File: config.mk
export PLATFORM = sky130hd
export DESIGN_NAME = pll_reset_ctrl
export DESIGN_NICKNAME = d
export VERILOG_FILES = /design/src/rtl/pll_reset_ctrl_pkg.sv /design/src/rtl/sync_2ff.sv /design/src/rtl/pll_reset_ctrl.sv
export SDC_FILE = /design/constraint.sdc
export NUM_CORES = 1
export LEC_CHECK = 0
export CAP_MARGIN = 20
export CORE_MARGIN = 4
export CORE_UTILIZATION = 30
export DETAILED_ROUTE_END_ITERATION = 16
export DONT_BUFFER_PORTS = 1
export GPL_TIMING_DRIVEN = 0
export MAX_ROUTING_LAYER = met4
export PLACE_DENSITY = 0.47
export SKIP_CTS_REPAIR_TIMING = 1
export SYNTH_ARGS = -nofsm -noshare
export SYNTH_HDL_FRONTEND = slang
export SYNTH_SLANG_ARGS = --single-unit
File: constraint.sdc
create_clock -name clk_100m -period 2.1 [get_ports clk_100m]
set_input_delay 0.105 -clock clk_100m [delete_from_list [all_inputs] [get_ports clk_100m]]
set_output_delay 0.105 -clock clk_100m [all_outputs]
set_load 0.02 [all_outputs]
File: src/rtl/pll_reset_ctrl_pkg.sv
// -----------------------------------------------------------------------------
// pll_reset_ctrl_pkg
//
// Shared definitions for the PLL reset controller:
//   - pll_state_e : controller state encoding
//   - timer_width : width of the shared state timer for a given set of
//                   cycle-count parameters
// -----------------------------------------------------------------------------
package pll_reset_ctrl_pkg;

  typedef enum logic [1:0] {
    PLL_RST   = 2'd0,  // holding the PLL in reset
    WAIT_LOCK = 2'd1,  // PLL released, waiting for synchronized lock
    STABLE    = 2'd2,  // lock seen, qualifying it for a minimum time
    RUN       = 2'd3   // lock qualified, downstream reset released
  } pll_state_e;

  // Bits needed to count 0 .. max(a, b, c) - 1. Never returns less than one
  // bit so a degenerate all-ones parameter set still yields a legal vector.
  function automatic int timer_width(input int a, input int b, input int c);
    int m;
    m = a;
    if (b > m) m = b;
    if (c > m) m = c;
    return (m < 2) ? 1 : $clog2(m);
  endfunction

endpackage : pll_reset_ctrl_pkg

File: src/rtl/sync_2ff.sv
// -----------------------------------------------------------------------------
// sync_2ff
//
// Generic two-flop single-bit synchronizer with a configurable reset value.
// Latency from d to q is two clk edges. Intended for level signals only.
//
// Parameters:
//   RESET_VAL : value both flops take while reset is high
//
// Ports:
//   clk   : destination clock
//   reset : synchronous, active-high
//   d     : asynchronous input bit
//   q     : synchronized output bit
// -----------------------------------------------------------------------------
module sync_2ff #(
  parameter logic RESET_VAL = 1'b0
) (
  input  logic clk,
  input  logic reset,
  input  logic d,
  output logic q
);

  // First stage may go metastable; only the second stage is consumed.
  logic meta;

  // NOTE: sequential state is updated with non-blocking assignments so every
  // flop samples the pre-edge value of its neighbours, as real flops do.
  always_ff @(posedge clk) begin
    if (reset) begin
      meta <= RESET_VAL;
      q    <= RESET_VAL;
    end else begin
      meta <= d;
      q    <= meta;
    end
  end

endmodule : sync_2ff

File: src/rtl/pll_reset_ctrl.sv
// -----------------------------------------------------------------------------
// pll_reset_ctrl
//
// Sequences a PLL out of reset, qualifies its lock output for a minimum stable
// time and only then releases the downstream system reset. Retries on lock
// timeout and re-sequences on loss of lock while running. Clocked by the
// free-running reference clock so it keeps working while the PLL is unlocked.
//
// Parameters:
//   RST_CYCLES    : cycles pll_reset is held high per attempt (>= 1)
//   LOCK_TIMEOUT  : cycles to wait for synchronized lock before retry (>= 1)
//   STABLE_CYCLES : consecutive lock-high cycles required before release (>= 1)
//   CNT_W         : width of the saturating event counters
//
// Ports:
//   clk_100m      : reference clock, free-running
//   reset         : synchronous, active-high
//   pll_lock      : PLL lock, asynchronous to clk_100m
//   pll_reset     : reset to the PLL
//   sys_reset     : reset to downstream logic, high until lock is qualified
//   pll_ready     : high only in RUN
//   lock_loss_cnt : saturating count of lock losses seen in RUN
//   timeout_cnt   : saturating count of lock timeouts
// -----------------------------------------------------------------------------
module pll_reset_ctrl
  import pll_reset_ctrl_pkg::*;
#(
  parameter int RST_CYCLES    = 16,
  parameter int LOCK_TIMEOUT  = 65536,
  parameter int STABLE_CYCLES = 1024,
  parameter int CNT_W         = 8
) (
  input  logic             clk_100m,
  input  logic             reset,
  input  logic             pll_lock,
  output logic             pll_reset,
  output logic             sys_reset,
  output logic             pll_ready,
  output logic [CNT_W-1:0] lock_loss_cnt,
  output logic [CNT_W-1:0] timeout_cnt
);

  localparam int TIMER_W = timer_width(RST_CYCLES, LOCK_TIMEOUT, STABLE_CYCLES);

  // Terminal timer values for each timed state.
  localparam logic [TIMER_W-1:0] RST_LAST     = TIMER_W'(RST_CYCLES - 1);
  localparam logic [TIMER_W-1:0] TIMEOUT_LAST = TIMER_W'(LOCK_TIMEOUT - 1);
  localparam logic [TIMER_W-1:0] STABLE_LAST  = TIMER_W'(STABLE_CYCLES - 1);

  localparam logic [CNT_W-1:0] CNT_MAX = {CNT_W{1'b1}};

  pll_state_e         state;
  logic [TIMER_W-1:0] timer;
  logic               lock_s;

  // ---------------------------------------------------------------------------
  // Lock synchronizer: every decision below uses lock_s, never pll_lock.
  // ---------------------------------------------------------------------------
  sync_2ff #(
    .RESET_VAL (1'b0)
  ) u_lock_sync (
    .clk   (clk_100m),
    .reset (reset),
    .d     (pll_lock),
    .q     (lock_s)
  );

  // ---------------------------------------------------------------------------
  // Controller FSM. Outputs are registered and updated on the same edge as the
  // state change that implies them, so they never lag the state by a cycle.
  // The timer is shared by all timed states and cleared on every transition.
  // ---------------------------------------------------------------------------
  always_ff @(posedge clk_100m) begin
    if (reset) begin
      state         <= PLL_RST;
      timer         <= '0;
      pll_reset     <= 1'b1;
      sys_reset     <= 1'b1;
      pll_ready     <= 1'b0;
      lock_loss_cnt <= '0;
      timeout_cnt   <= '0;
    end else begin
      case (state)
        PLL_RST: begin
          if (timer == RST_LAST) begin
            state     <= WAIT_LOCK;
            timer     <= '0;
            pll_reset <= 1'b0;
          end else begin
            timer <= timer + TIMER_W'(1);
          end
        end

        WAIT_LOCK: begin
          // Lock is tested first so a lock arriving on the timeout cycle wins.
          if (lock_s) begin
            state <= STABLE;
            timer <= '0;
          end else if (timer == TIMEOUT_LAST) begin
            state     <= PLL_RST;
            timer     <= '0;
            pll_reset <= 1'b1;
            if (timeout_cnt != CNT_MAX) begin
              timeout_cnt <= timeout_cnt + CNT_W'(1);
            end
          end else begin
            timer <= timer + TIMER_W'(1);
          end
        end

        STABLE: begin
          // A drop before qualification is a glitch: restart the wait without
          // counting it and without re-resetting the PLL.
          if (!lock_s) begin
            state <= WAIT_LOCK;
            timer <= '0;
          end else if (timer == STABLE_LAST) begin
            state     <= RUN;
            timer     <= '0;
            sys_reset <= 1'b0;
            pll_ready <= 1'b1;
          end else begin
            timer <= timer + TIMER_W'(1);
          end
        end

        RUN: begin
          if (!lock_s) begin
            state     <= PLL_RST;
            timer     <= '0;
            pll_reset <= 1'b1;
            sys_reset <= 1'b1;
            pll_ready <= 1'b0;
            if (lock_loss_cnt != CNT_MAX) begin
              lock_loss_cnt <= lock_loss_cnt + CNT_W'(1);
            end
          end
        end

        default: begin
          // Unreachable with a 4-value 2-bit encoding; recover safely anyway.
          state     <= PLL_RST;
          timer     <= '0;
          pll_reset <= 1'b1;
          sys_reset <= 1'b1;
          pll_ready <= 1'b0;
        end
      endcase
    end
  end

endmodule : pll_reset_ctrl

# [After elaboration in Yosys (flattened, before gate mapping)]
# Index checks and enable logic that the tools add are counted.
[word_totals] ff_bits=39 input_bits=3 output_inout_bits=19 elab_cells=63
[op_classes] n_addsub=3 eq_ne=16 muxes=26 n_bitwise=1 n_reduce_logical=8
[op_table] cell="$mux 16" count=6
[op_table] cell="$pmux 16 s4" count=1
[op_table] cell="$add 16x1->16 const B" count=1
[op_table] cell="$add 8x1->8 const B" count=2
[op_table] cell="$eq 16x10->1 const B" count=1
[op_table] cell="$eq 16x16->1 const B" count=1
[op_table] cell="$eq 16x4->1 const B" count=1
[op_table] cell="$ne 8x8->1 const B" count=2
[op_table] cell="$mux 2" count=6
[op_table] cell="$reduce_and 4->1" count=3
[op_table] cell="$ne 2x2->1 const B" count=5
[op_table] cell="$mux 1" count=9
[op_table] cell="$pmux 2 s4" count=1
[op_table] cell="$reduce_and 5->1" count=1
[op_table] cell="$eq 2x2->1 const B" count=2
[op_table] cell="$pmux 1 s2" count=2
[op_table] cell="$ne 3x2->1 const B" count=1
[op_table] cell="$ne 3x3->1 const B" count=1
[op_table] cell="$pmux 1 s3" count=1
[op_table] cell="$reduce_and 3->1" count=1
[op_table] cell="$reduce_bool 3->1" count=1
[op_table] cell="$eq 2x1->1 const B" count=1
[op_table] cell="$logic_not 2->1" count=1
[op_table] cell="$ne 2x1->1 const B" count=1
[op_table] cell="other kinds (2)" count=2

# [Longest topological paths before layout]
# Gate-level depths: netlist of run 1.
[depth] ltp_word=4 depth_mapped=7 ltp_nobuf=6

# [Modules after synthesis]
# A second synthesis of run 1 with hierarchy kept.
[unflattened] cells_unflattened=247 area_unflattened_um2=2011.9
[modules_own_cells] mod="pll_reset_ctrl" n_inst=1 cells_per_inst=243 area_each_um2=1959.4 seq_area_each_um2=740.7
[modules_own_cells] mod="sync_2ff" n_inst=1 cells_per_inst=4 area_each_um2=52.6 seq_area_each_um2=40.0

# [Least setup slack after synthesis of run 1]
# Ideal clock, no wire load.
[synth_timing] kind="register -> register" start="reg timer[0]" end="reg timer[0]" setup_ns=0.115 arrival_time_ns=1.833 required_time_ns=1.985 slack_ns=0.152 stages_incl_launch_ff=8 path_buffers=1 synth_period_minus_slack_ns=1.948 cell_sequence="dfxtp_1 > ha_1 > nand3_1 > nor4_4 > and2b_2 > o31ai_2 > buf_4 > nor2_1"
[synth_between] elab_chain_cells=4 word_cells_on_any_way=10 classes_between="add/sub: 1; eq/ne: 3; mux: 6"
[synth_lines] item="from (decl)" line="pll_reset_ctrl.sv:53" rtl="logic [TIMER_W-1:0] timer;"
[synth_lines] item="from (signal assigned)" line="pll_reset_ctrl.sv:90" rtl="timer <= timer + TIMER_W'(1);"
[synth_lines] item="from (signal assigned)" line="pll_reset_ctrl.sv:107" rtl="timer <= timer + TIMER_W'(1);"
[synth_lines] item="from (signal assigned)" line="pll_reset_ctrl.sv:123" rtl="timer <= timer + TIMER_W'(1);"
[synth_lines] item="$add 16x1->16 (tied with other cells)" line="pll_reset_ctrl.sv:90, pll_reset_ctrl.sv:107, pll_reset_ctrl.sv:123"
[synth_lines] item="$mux 16 (on tied branches)" line="pll_reset_ctrl.sv:117, pll_reset_ctrl.sv:99"
[synth_lines] item="$mux 16 (on tied branches)" line="pll_reset_ctrl.sv:114, pll_reset_ctrl.sv:96"
[synth_lines] item="$pmux 16 s4 *" line="pll_reset_ctrl.sv:83" rtl="case (state)"
# Every way passes the cells marked *; elsewhere a longest branch is shown, timed or not.
# A chain may end at the register's enable or synchronous reset.

# [Worst setup path in the final report of run 1]
[layout_timing] start="reg timer[5]" end="reg timer[0]"
[layout_between] elab_chain_cells=4 word_cells_on_any_way=9 classes_between="eq/ne: 3; mux: 6"
[layout_lines] item="$eq 16x10->1 or $eq 16x16->1 (tied branches)" line="pll_reset_ctrl.sv:117, pll_reset_ctrl.sv:99"
[layout_lines] item="$mux 16 (on tied branches)" line="pll_reset_ctrl.sv:117, pll_reset_ctrl.sv:99"
[layout_lines] item="$mux 16 (on tied branches)" line="pll_reset_ctrl.sv:114, pll_reset_ctrl.sv:96"
[layout_lines] item="$pmux 16 s4 *" line="pll_reset_ctrl.sv:83"
# Marked as above.

==> implementation parameters, run 1 <==
Parameter                              Value

CTS
  Clock tree from TritonCTS ... built
  Clock insertion delay at the later pin of the skew report ... 290 ps
  Clock-pin slew on the worst setup and hold paths ... 80 ps
  TritonCTS sink count ... 39
  Clock Root Buffer ... sky130_fd_sc_hd__clkbuf_8
  Number of buffers created by CTS ... 5
  H-tree levels ... 2
  Maximum count of clock buffers along a single path ... 2

Global routing
  Global routing usage summed across all routing layers ... 0.1184
  Via count of the first global-routing pass ... 1369
  First-pass GRT wire length ... 6900 um
  Largest net degree at the start of global routing ... 13
  Total grt overflow ... 0
  Initial antenna violation count ... 0

Synth
  Mapped Nets ... 217
  Sequential element share of the synthesized area ... 0.4122
  Fraction of registers with async set/reset ... 0
  Number of instances in the synthesized netlist ... 211
  Number of distinct library cell variants in the gate-level netlist after synthesis ... 46
  Syn. warnings ... 0
  Post-synth top flop ... sky130_fd_sc_hd__dfxtp_1
  Count of flip-flops with a built-in enable after synthesis ... 0
  Number of register bits inferred by synthesis ... 39
  Post-Syn Area per Cell ... 8.978 um^2
  Mapped cell area ... 1894 um^2

Critical path
  Nature of the critical path endpoint ... flip-flop
  Launching element of the worst setup path ... timer[5]$_SDFFE_PP0N_
  Maximum fanout along the worst path ... 10
  Launch point of the worst reg-to-reg path ... timer[5]$_SDFFE_PP0N_
  Startpoint class of the critical path ... flip-flop
  Minimum setup slack among reg-to-reg paths ... 100 ps
  Depth of the worst register-to-register path ... 6
  Type of the worst setup path ... flip-flop to flip-flop
  Critical path required time ... 2280 ps
  Worst endpoint data arrival time ... 2190 ps
  Reg2reg end ... timer[0]$_SDFFE_PP0N_

STA
  Transition time at the pin with the least slew margin ... 507.9 ps
  Max Clock Freq ... 499.4 MHz
  Final count of negative-setup-slack endpoints ... 0
  Final Slew Violations ... 0
  Total Neg Setup Slack ... 0 ps
  Slew Limit Headroom ... 0.6607
  Final Hold Violating Endpoints ... 1
  Final clock skew ... 9.189 ps
  Final worst hold slack ... -2.560 ps
  Share of the clock period used by the worst path ... 0.9536
  Shortest clock period the worst path allows after layout ... 2002 ps

Cells and area
  Commonest cells after routing, fill and taps aside ... 34 x sky130_fd_sc_hd__dfxtp_1, 29 x sky130_fd_sc_hd__nor2_1, 19 x sky130_fd_sc_hd__nand2_1, 15 x sky130_fd_sc_hd__xor2_1, 12 x sky130_fd_sc_hd__nand4_1
  Design Area, Final ... 2158 um^2
  Most frequent standard cell in the layout excluding fill and tap cells ... sky130_fd_sc_hd__dfxtp_1
  Ratio of cells with drive above 1 in the final layout ... 0.1614
  Number of diodes ... 0
  Nets@finish ... 228
  Storage cell area ... 787.0 um^2
  Filler cells ... 651
  Post-synthesis to final-layout area growth ... 13.94%
  Area of combinational cells with multiple inputs ... 1110 um^2

Routing
  Number of nets still failing antenna checks after routing ... 0
  Routed wire length on met2 ... 1873 um
  Wire length per cell after detailed routing ... 14.11 um
  WL met1 ... 2101 um
  1st-iter DRT viols ... 96
  Uppermost layer routed ... met4
  Routed vias/inst ... 5.104
  Residual DRC ... 0
  Overall via count from detail_route ... 1521
  Routed WL ... 4204 um
  Met3 WL ... 155 um
  Iteration count of the initial detailed-routing pass ... 4

Run
  Max-cap violations ... 0

Floorplan
  Placeable core region ... 6026 um^2
  Chip Width ... 87.47 um
  Standard-cell row count ... 28
  Die Ht ... 87.47 um
  Number of top-level pins ... 22
  Initial cell density of the core ... 0.3144
  Die Outline Area ... 7650 um^2

Run status
  Failing checks ... negative hold slack
  Outcome ... finished with violations

Power and ir drop
  Net load switching power ... 0.3039 mW
  Switching share of total power ... 0.2344
  Portion of total power attributed to sequential cells ... 0.581
  Internal power consumption ... 0.9929 mW
  Cell Pwr Density ... 600.8 nW/um^2
  Clock Power Share ... 0.392
  Worst IR drop on VDD ... 0.0002462 V
  Leakage Power ... 0.7818 nW
  Part of the total power dissipated in combinational logic ... 0.027

Hold path
  Worst min-delay path endpoint ... u_lock_sync.q$_SDFF_PP0_
  Instance count along the most critical hold path ... 2
  Origin of the worst min-delay path ... reset
  Tightest Hold Check Type ... input pin to flip-flop

Placement
  Port Buffer Count ... 0
  DP Wirelength ... 2902 um
  RD Place Congestion ... 0.7606
  Placement Cell Area ... 1988 um^2
-- per-layer routing --
layer	global-route usage	vias to the layer above
li1	-	786
met1	0.1589	711
met2	0.1644	18
met3	0.03406	6
met4	0.05021	0
met5	-	-
-- power by group through the flow --
stage / clock (mW) / combinational (mW) / sequential (mW)
after floorplan: 0 / 0.0249 / 0.769
after global placement: 0 / 0.0333 / 0.770
after detailed placement: 0 / 0.0329 / 0.770
after CTS: 0.531 / 0.0333 / 0.753
after global routing: 0.552 / 0.0417 / 0.755
final: 0.508 / 0.0354 / 0.753
-- final cells by class --
| cell class | count | area share |
|---|---|---|
| Buffer | 6 | 0.01855 |
| Inverter | 2 | 0.003478 |
| Clock buffer | 6 | 0.03362 |
| Timing Repair Buffer | 4 | 0.01623 |
| Multi-Input combinational cell | 164 | 0.5142 |
| Clock inverter | 2 | 0.005797 |
| Tap cell | 75 | 0.04348 |
| Sequential cell | 39 | 0.3646 |
-- logic make-up after synthesis --
kind of cell / share of synthesized area
xor gates and xnor gates: 0.09710
DFF: 0.4122
muxes: 0.01057
and+or+nand+nor: 0.3250
AOI/OAI and AO/OA: 0.1103
buffers and inverters: 0.02510
adders and majority gates: 0.01982
-- stage by stage --
stage | power (mW) | cells | util | worst slack [ps] | hold slack [ps]
finish | 1.297 | 298 | 0.3582 | 97.50 | -2.560
detailed placement | 0.8033 | 286 | 0.3299 | -121.0 | 240.4
floorplan | 0.7938 | 211 | - | 151.9 | 233.2
CTS | 1.317 | 294 | 0.3441 | -135.7 | -71.04
global route | 1.349 | 298 | 0.3582 | -13.76 | 2.334
global placement | 0.8038 | 286 | 0.3299 | -114.5 | 239.7
-- worst max path at each step --
stage                                         to  slack [ps]
after global routing      timer[11]$_SDFFE_PP0N_         -10
after detailed placement   timer[9]$_SDFFE_PP0N_        -120
after CTS                  timer[0]$_SDFFE_PP0N_        -140
after global placement     timer[0]$_SDFFE_PP0N_        -110
after floorplan            timer[0]$_SDFFE_PP0N_         150
final                      timer[0]$_SDFFE_PP0N_         100
-- worst max-delay path: stages, from the launching register on --
cell	delay, ps
sky130_fd_sc_hd__dfxtp_1	390
sky130_fd_sc_hd__or4_1	600
sky130_fd_sc_hd__nor3_4	190
sky130_fd_sc_hd__o311ai_4	180
sky130_fd_sc_hd__o31ai_2	250
sky130_fd_sc_hd__buf_4	220
sky130_fd_sc_hd__nor2_1	60
-- synthesized netlist by cell type, types with 2 or more instances --
master	count	area, um^2
sky130_fd_sc_hd__nor2_1	29	108.9
sky130_fd_sc_hd__and2_1	2	12.51
sky130_fd_sc_hd__inv_1	2	7.510
sky130_fd_sc_hd__nand4_1	12	75.07
sky130_fd_sc_hd__xor2_1	15	131.4
sky130_fd_sc_hd__dfxtp_1	39	780.8
sky130_fd_sc_hd__o221ai_1	2	17.52
sky130_fd_sc_hd__xnor2_1	6	52.55
sky130_fd_sc_hd__and4_1	2	17.52
sky130_fd_sc_hd__and4_2	2	20.02
sky130_fd_sc_hd__a311o_1	2	20.02
sky130_fd_sc_hd__a21oi_1	8	40.04
sky130_fd_sc_hd__nand2_1	19	71.32
sky130_fd_sc_hd__or3_2	4	30.03
sky130_fd_sc_hd__and3_1	3	18.77
sky130_fd_sc_hd__or3_1	2	12.51
sky130_fd_sc_hd__nor3_1	5	25.02
sky130_fd_sc_hd__buf_2	2	10.01
sky130_fd_sc_hd__nand3_1	11	55.05
sky130_fd_sc_hd__buf_4	2	15.01
sky130_fd_sc_hd__nor2b_1	5	31.28
sky130_fd_sc_hd__mux2i_1	2	20.02
sky130_fd_sc_hd__o21ai_0	7	35.03
sky130_fd_sc_hd__or4_1	3	22.52
sky130_fd_sc_hd__ha_1	3	37.54
sky130_fd_sc_hd__a41oi_1	2	17.52
-- sequential cells by signal (all words and copies together) (netlist names) --
| name | count |
|---|---|
| lock_loss_cnt | 8 |
| pll_ready | 1 |
| pll_reset | 1 |
| state | 2 |
| sys_reset | 1 |
| timeout_cnt | 8 |
| timer | 16 |
| u_lock_sync.meta | 1 |
| u_lock_sync.q | 1 |
(Power assumes the default switching activity.)
==> inputs of run 2 (changes only) <==
Settings changed: CORE_UTILIZATION 30 to 35, CTS_BUF_LIST set to sky130_fd_sc_hd__clkbuf_2 sky130_fd_sc_hd__clkbuf_4 sky130_fd_sc_hd__clkbuf_8, PLACE_DENSITY 0.47 to 0.52.
==> implementation parameters, run 2 (same netlist as run 1, synthesis figures left out) <==
Parameter                              Value

Run status
  Outcome ... completed

Routing
  Overall via count from detail_route ... 1537 (+1.1%)
  Routed WL ... 4061 um (-3.4%)
  1st-iter DRT viols ... 111 (+16%)
  Iteration count of the initial detailed-routing pass ... 4 (unchanged)
  Routed vias/inst ... 5.210 (+2.1%)
  Wire length per cell after detailed routing ... 13.77 um (-2.4%)
  Residual DRC ... 0 (unchanged)
  Number of nets still failing antenna checks after routing ... 0 (unchanged)

Critical path
  Depth of the worst register-to-register path ... 6 (unchanged)
  Maximum fanout along the worst path ... 8 (-2)
  Worst endpoint data arrival time ... 2170 ps (-20 ps)
  Nature of the critical path endpoint ... flip-flop
  Startpoint class of the critical path ... flip-flop
  Launch point of the worst reg-to-reg path ... timer[5]$_SDFFE_PP0N_
  Minimum setup slack among reg-to-reg paths ... 120 ps (+20 ps)
  Critical path required time ... 2290 ps (about the same)
  Type of the worst setup path ... flip-flop to flip-flop
  Reg2reg end ... timer[4]$_SDFFE_PP0N_

Power and ir drop
  Net load switching power ... 0.3156 mW (+3.8%)
  Cell Pwr Density ... 604.1 nW/um^2 (+0.55%)
  Portion of total power attributed to sequential cells ... 0.575 (-0.006)
  Part of the total power dissipated in combinational logic ... 0.030 (+0.003)
  Internal power consumption ... 0.9944 mW (+0.15%)
  Clock Power Share ... 0.395 (+0.003)
  Total design power ... 1.310 mW (+1.0%)
  Worst IR drop on VDD ... 0.0002294 V (-6.8%)
  Leakage Power ... 0.7856 nW (+0.48%)
  Switching share of total power ... 0.2409 (+0.006564)

STA
  Final Hold Violating Endpoints ... 0 (-1)
  Final clock skew ... 5.446 ps (-3.743 ps)
  Final Slew Violations ... 0 (unchanged)
  Shortest clock period the worst path allows after layout ... 1980 ps (-22.24 ps)
  Slew Limit Headroom ... 0.6648 (+0.004078)
  Final count of negative-setup-slack endpoints ... 0 (unchanged)
  Transition time at the pin with the least slew margin ... 501.7 ps (-6.264 ps)
  Min setup slack post-route ... 119.7 ps (+22.24 ps)
  Max Clock Freq ... 505.0 MHz (+1.1%)
  Share of the clock period used by the worst path ... 0.9430 (-0.01059)

Cells and area
  Storage cell area ... 787.0 um^2 (unchanged)
  Number of flip-flops in the largest register ... 16 (unchanged)
  Area of combinational cells with multiple inputs ... 1107 um^2 (-0.23%)
  Register name with the most flops ... timer
  Number of diodes ... 0 (unchanged)
  Commonest cells after routing, fill and taps aside ... 34 x sky130_fd_sc_hd__dfxtp_1, 29 x sky130_fd_sc_hd__nor2_1, 19 x sky130_fd_sc_hd__nand2_1, 15 x sky130_fd_sc_hd__xor2_1, 12 x sky130_fd_sc_hd__nand4_1
  Filler cells ... 524 (-20%)
  Non-filler instance count after layout ... 295 (-1.0%)
  Largest registers ... timer (16), lock_loss_cnt (8), timeout_cnt (8)
  Most frequent standard cell in the layout excluding fill and tap cells ... sky130_fd_sc_hd__dfxtp_1
  Post-synthesis to final-layout area growth ... 14.47%
  Final Core Density ... 0.4192 (+0.06103)
  Design Area, Final ... 2168 um^2 (+0.46%)
  Ratio of cells with drive above 1 in the final layout ... 0.1644 (+0.003009)
  Nets@finish ... 230 (+0.88%)

CTS
  Clock insertion delay at the later pin of the skew report ... 300 ps (about the same)
  Clock-pin slew on the worst setup and hold paths ... 80 ps (about the same)
  H-tree levels ... 2 (unchanged)
  Maximum count of clock buffers along a single path ... 2 (unchanged)
  Clock Root Buffer ... sky130_fd_sc_hd__clkbuf_8
  TritonCTS sink count ... 39 (unchanged)
  Number of buffers created by CTS ... 5 (unchanged)
  Clock tree from TritonCTS ... built

Run
  Max-cap violations ... 0 (unchanged)

Hold path
  Tightest Hold Check Type ... flip-flop to flip-flop
  Instance count along the most critical hold path ... 1 (-1)
  Origin of the worst min-delay path ... u_lock_sync.meta$_SDFF_PP0_
  Worst min-delay path endpoint ... u_lock_sync.q$_SDFF_PP0_

Global routing
  Initial antenna violation count ... 0 (unchanged)
  First-pass GRT wire length ... 6444 um (-6.6%)
  Total grt overflow ... 0 (unchanged)
  Via count of the first global-routing pass ... 1327 (-3.1%)
  Global routing usage summed across all routing layers ... 0.1313 (+0.01295)
  Largest net degree at the start of global routing ... 14 (+1)

Floorplan
  Die Outline Area ... 6654 um^2 (-13%)
  Placeable core region ... 5172 um^2 (-14%)
  Number of top-level pins ... 22 (unchanged)
  Chip Width ... 81.57 um (-6.7%)
  Standard-cell row count ... 26 (-7.1%)
  Die Ht ... 81.57 um (-6.7%)
  Initial cell density of the core ... 0.3662 (+0.05186)

Placement
  DP Wirelength ... 2793 um (-3.8%)
  Port Buffer Count ... 0 (unchanged)
  Inst Count DP ... 281 (-1.7%)
  Placement Cell Area ... 1982 um^2 (-0.31%)
  RD Place Congestion ... 0.7584 (-0.29%)
  Pre-CTS setup slack ... -103.9 ps (+17.04 ps)
run 2: changes by cell type in the layout (fill, tap and decap cells not counted):
cell                            previous run  this run
sky130_fd_sc_hd__buf_2                     2         3
sky130_fd_sc_hd__clkbuf_1                  2         1
sky130_fd_sc_hd__clkinvlp_4                1         2
sky130_fd_sc_hd__dlygate4sd3_1             2         3
sky130_fd_sc_hd__nand3_1                  10        11
sky130_fd_sc_hd__nand3_2                   1         0
sky130_fd_sc_hd__nor3_2                    0         1
sky130_fd_sc_hd__nor3_4                    1         0
sky130_fd_sc_hd__o31ai_2                   1         0
sky130_fd_sc_hd__o31ai_4                   0         1
run 2: layout make-up:
class / instances / area share
repair buffers: 6 / 0.02308
plain buffers: 6 / 0.01847
clock buffers: 5 / 0.03174
clock inverters: 3 / 0.009233
multi-input cells: 164 / 0.5107
well taps: 70 / 0.04039
flip-flops and latches: 39 / 0.3630
inverters: 2 / 0.003462
run 2: through the flow:
| step | hold WS (ps) | setup TNS [ps] |
|---|---|---|
| 5_1_grt | 474.8 | -7.153 |
| 4_1_cts | -76.94 | -1413 |
| 3_5_place_dp | 239.0 | -1117 |
| 6_report | 461.7 | 0 |
| 3_3_place_gp | 244.1 | -1212 |
| 2_1_floorplan | 233.2 | 0 |
run 2: how the worst max path moves through the flow:
stage                                startpoint  cells after the start  slack (ps)                     endpoint
after floorplan           timer[0]$_SDFFE_PP0N_                      7         150        timer[0]$_SDFFE_PP0N_
after global placement    timer[0]$_SDFFE_PP0N_                      7        -110        timer[0]$_SDFFE_PP0N_
after detailed placement  timer[0]$_SDFFE_PP0N_                      7        -100        timer[7]$_SDFFE_PP0N_
after CTS                 timer[0]$_SDFFE_PP0N_                      7        -130        timer[9]$_SDFFE_PP0N_
after global routing      timer[1]$_SDFFE_PP0N_                      7          -4  timeout_cnt[5]$_SDFFE_PP0P_
final                     timer[5]$_SDFFE_PP0N_                      6         120        timer[4]$_SDFFE_PP0N_
run 2: power groups by stage:
stage	clock (mW)	sequential, mW	combinational, mW
floorplan	0	0.769	0.0249
global placement	0	0.770	0.0336
detailed placement	0	0.771	0.0331
CTS	0.532	0.753	0.0333
global route	0.563	0.755	0.0437
finish	0.517	0.753	0.0393
run 2: metal layers:
metal | GRT usage | vias to the layer above | wire [um] | part of all wire
met2 | 0.1767 | 40 | 1813 | 0.45
li1 | - | 790 | - | -
met3 | 0.03947 | 7 | 221 | 0.054
met4 | 0.06478 | 0 | 85 | 0.021
met5 | - | - | 0 | 0
met1 | 0.1771 | 700 | 1940 | 0.48
run 2: worst max-delay path, cell delays in order (launching register included):
cell and delay (ps):
sky130_fd_sc_hd__dfxtp_1 390, sky130_fd_sc_hd__or4_1 560, sky130_fd_sc_hd__nor3_2 230, sky130_fd_sc_hd__o311ai_4 190, sky130_fd_sc_hd__o31ai_4 240, sky130_fd_sc_hd__buf_2 210, sky130_fd_sc_hd__nor2_1 60
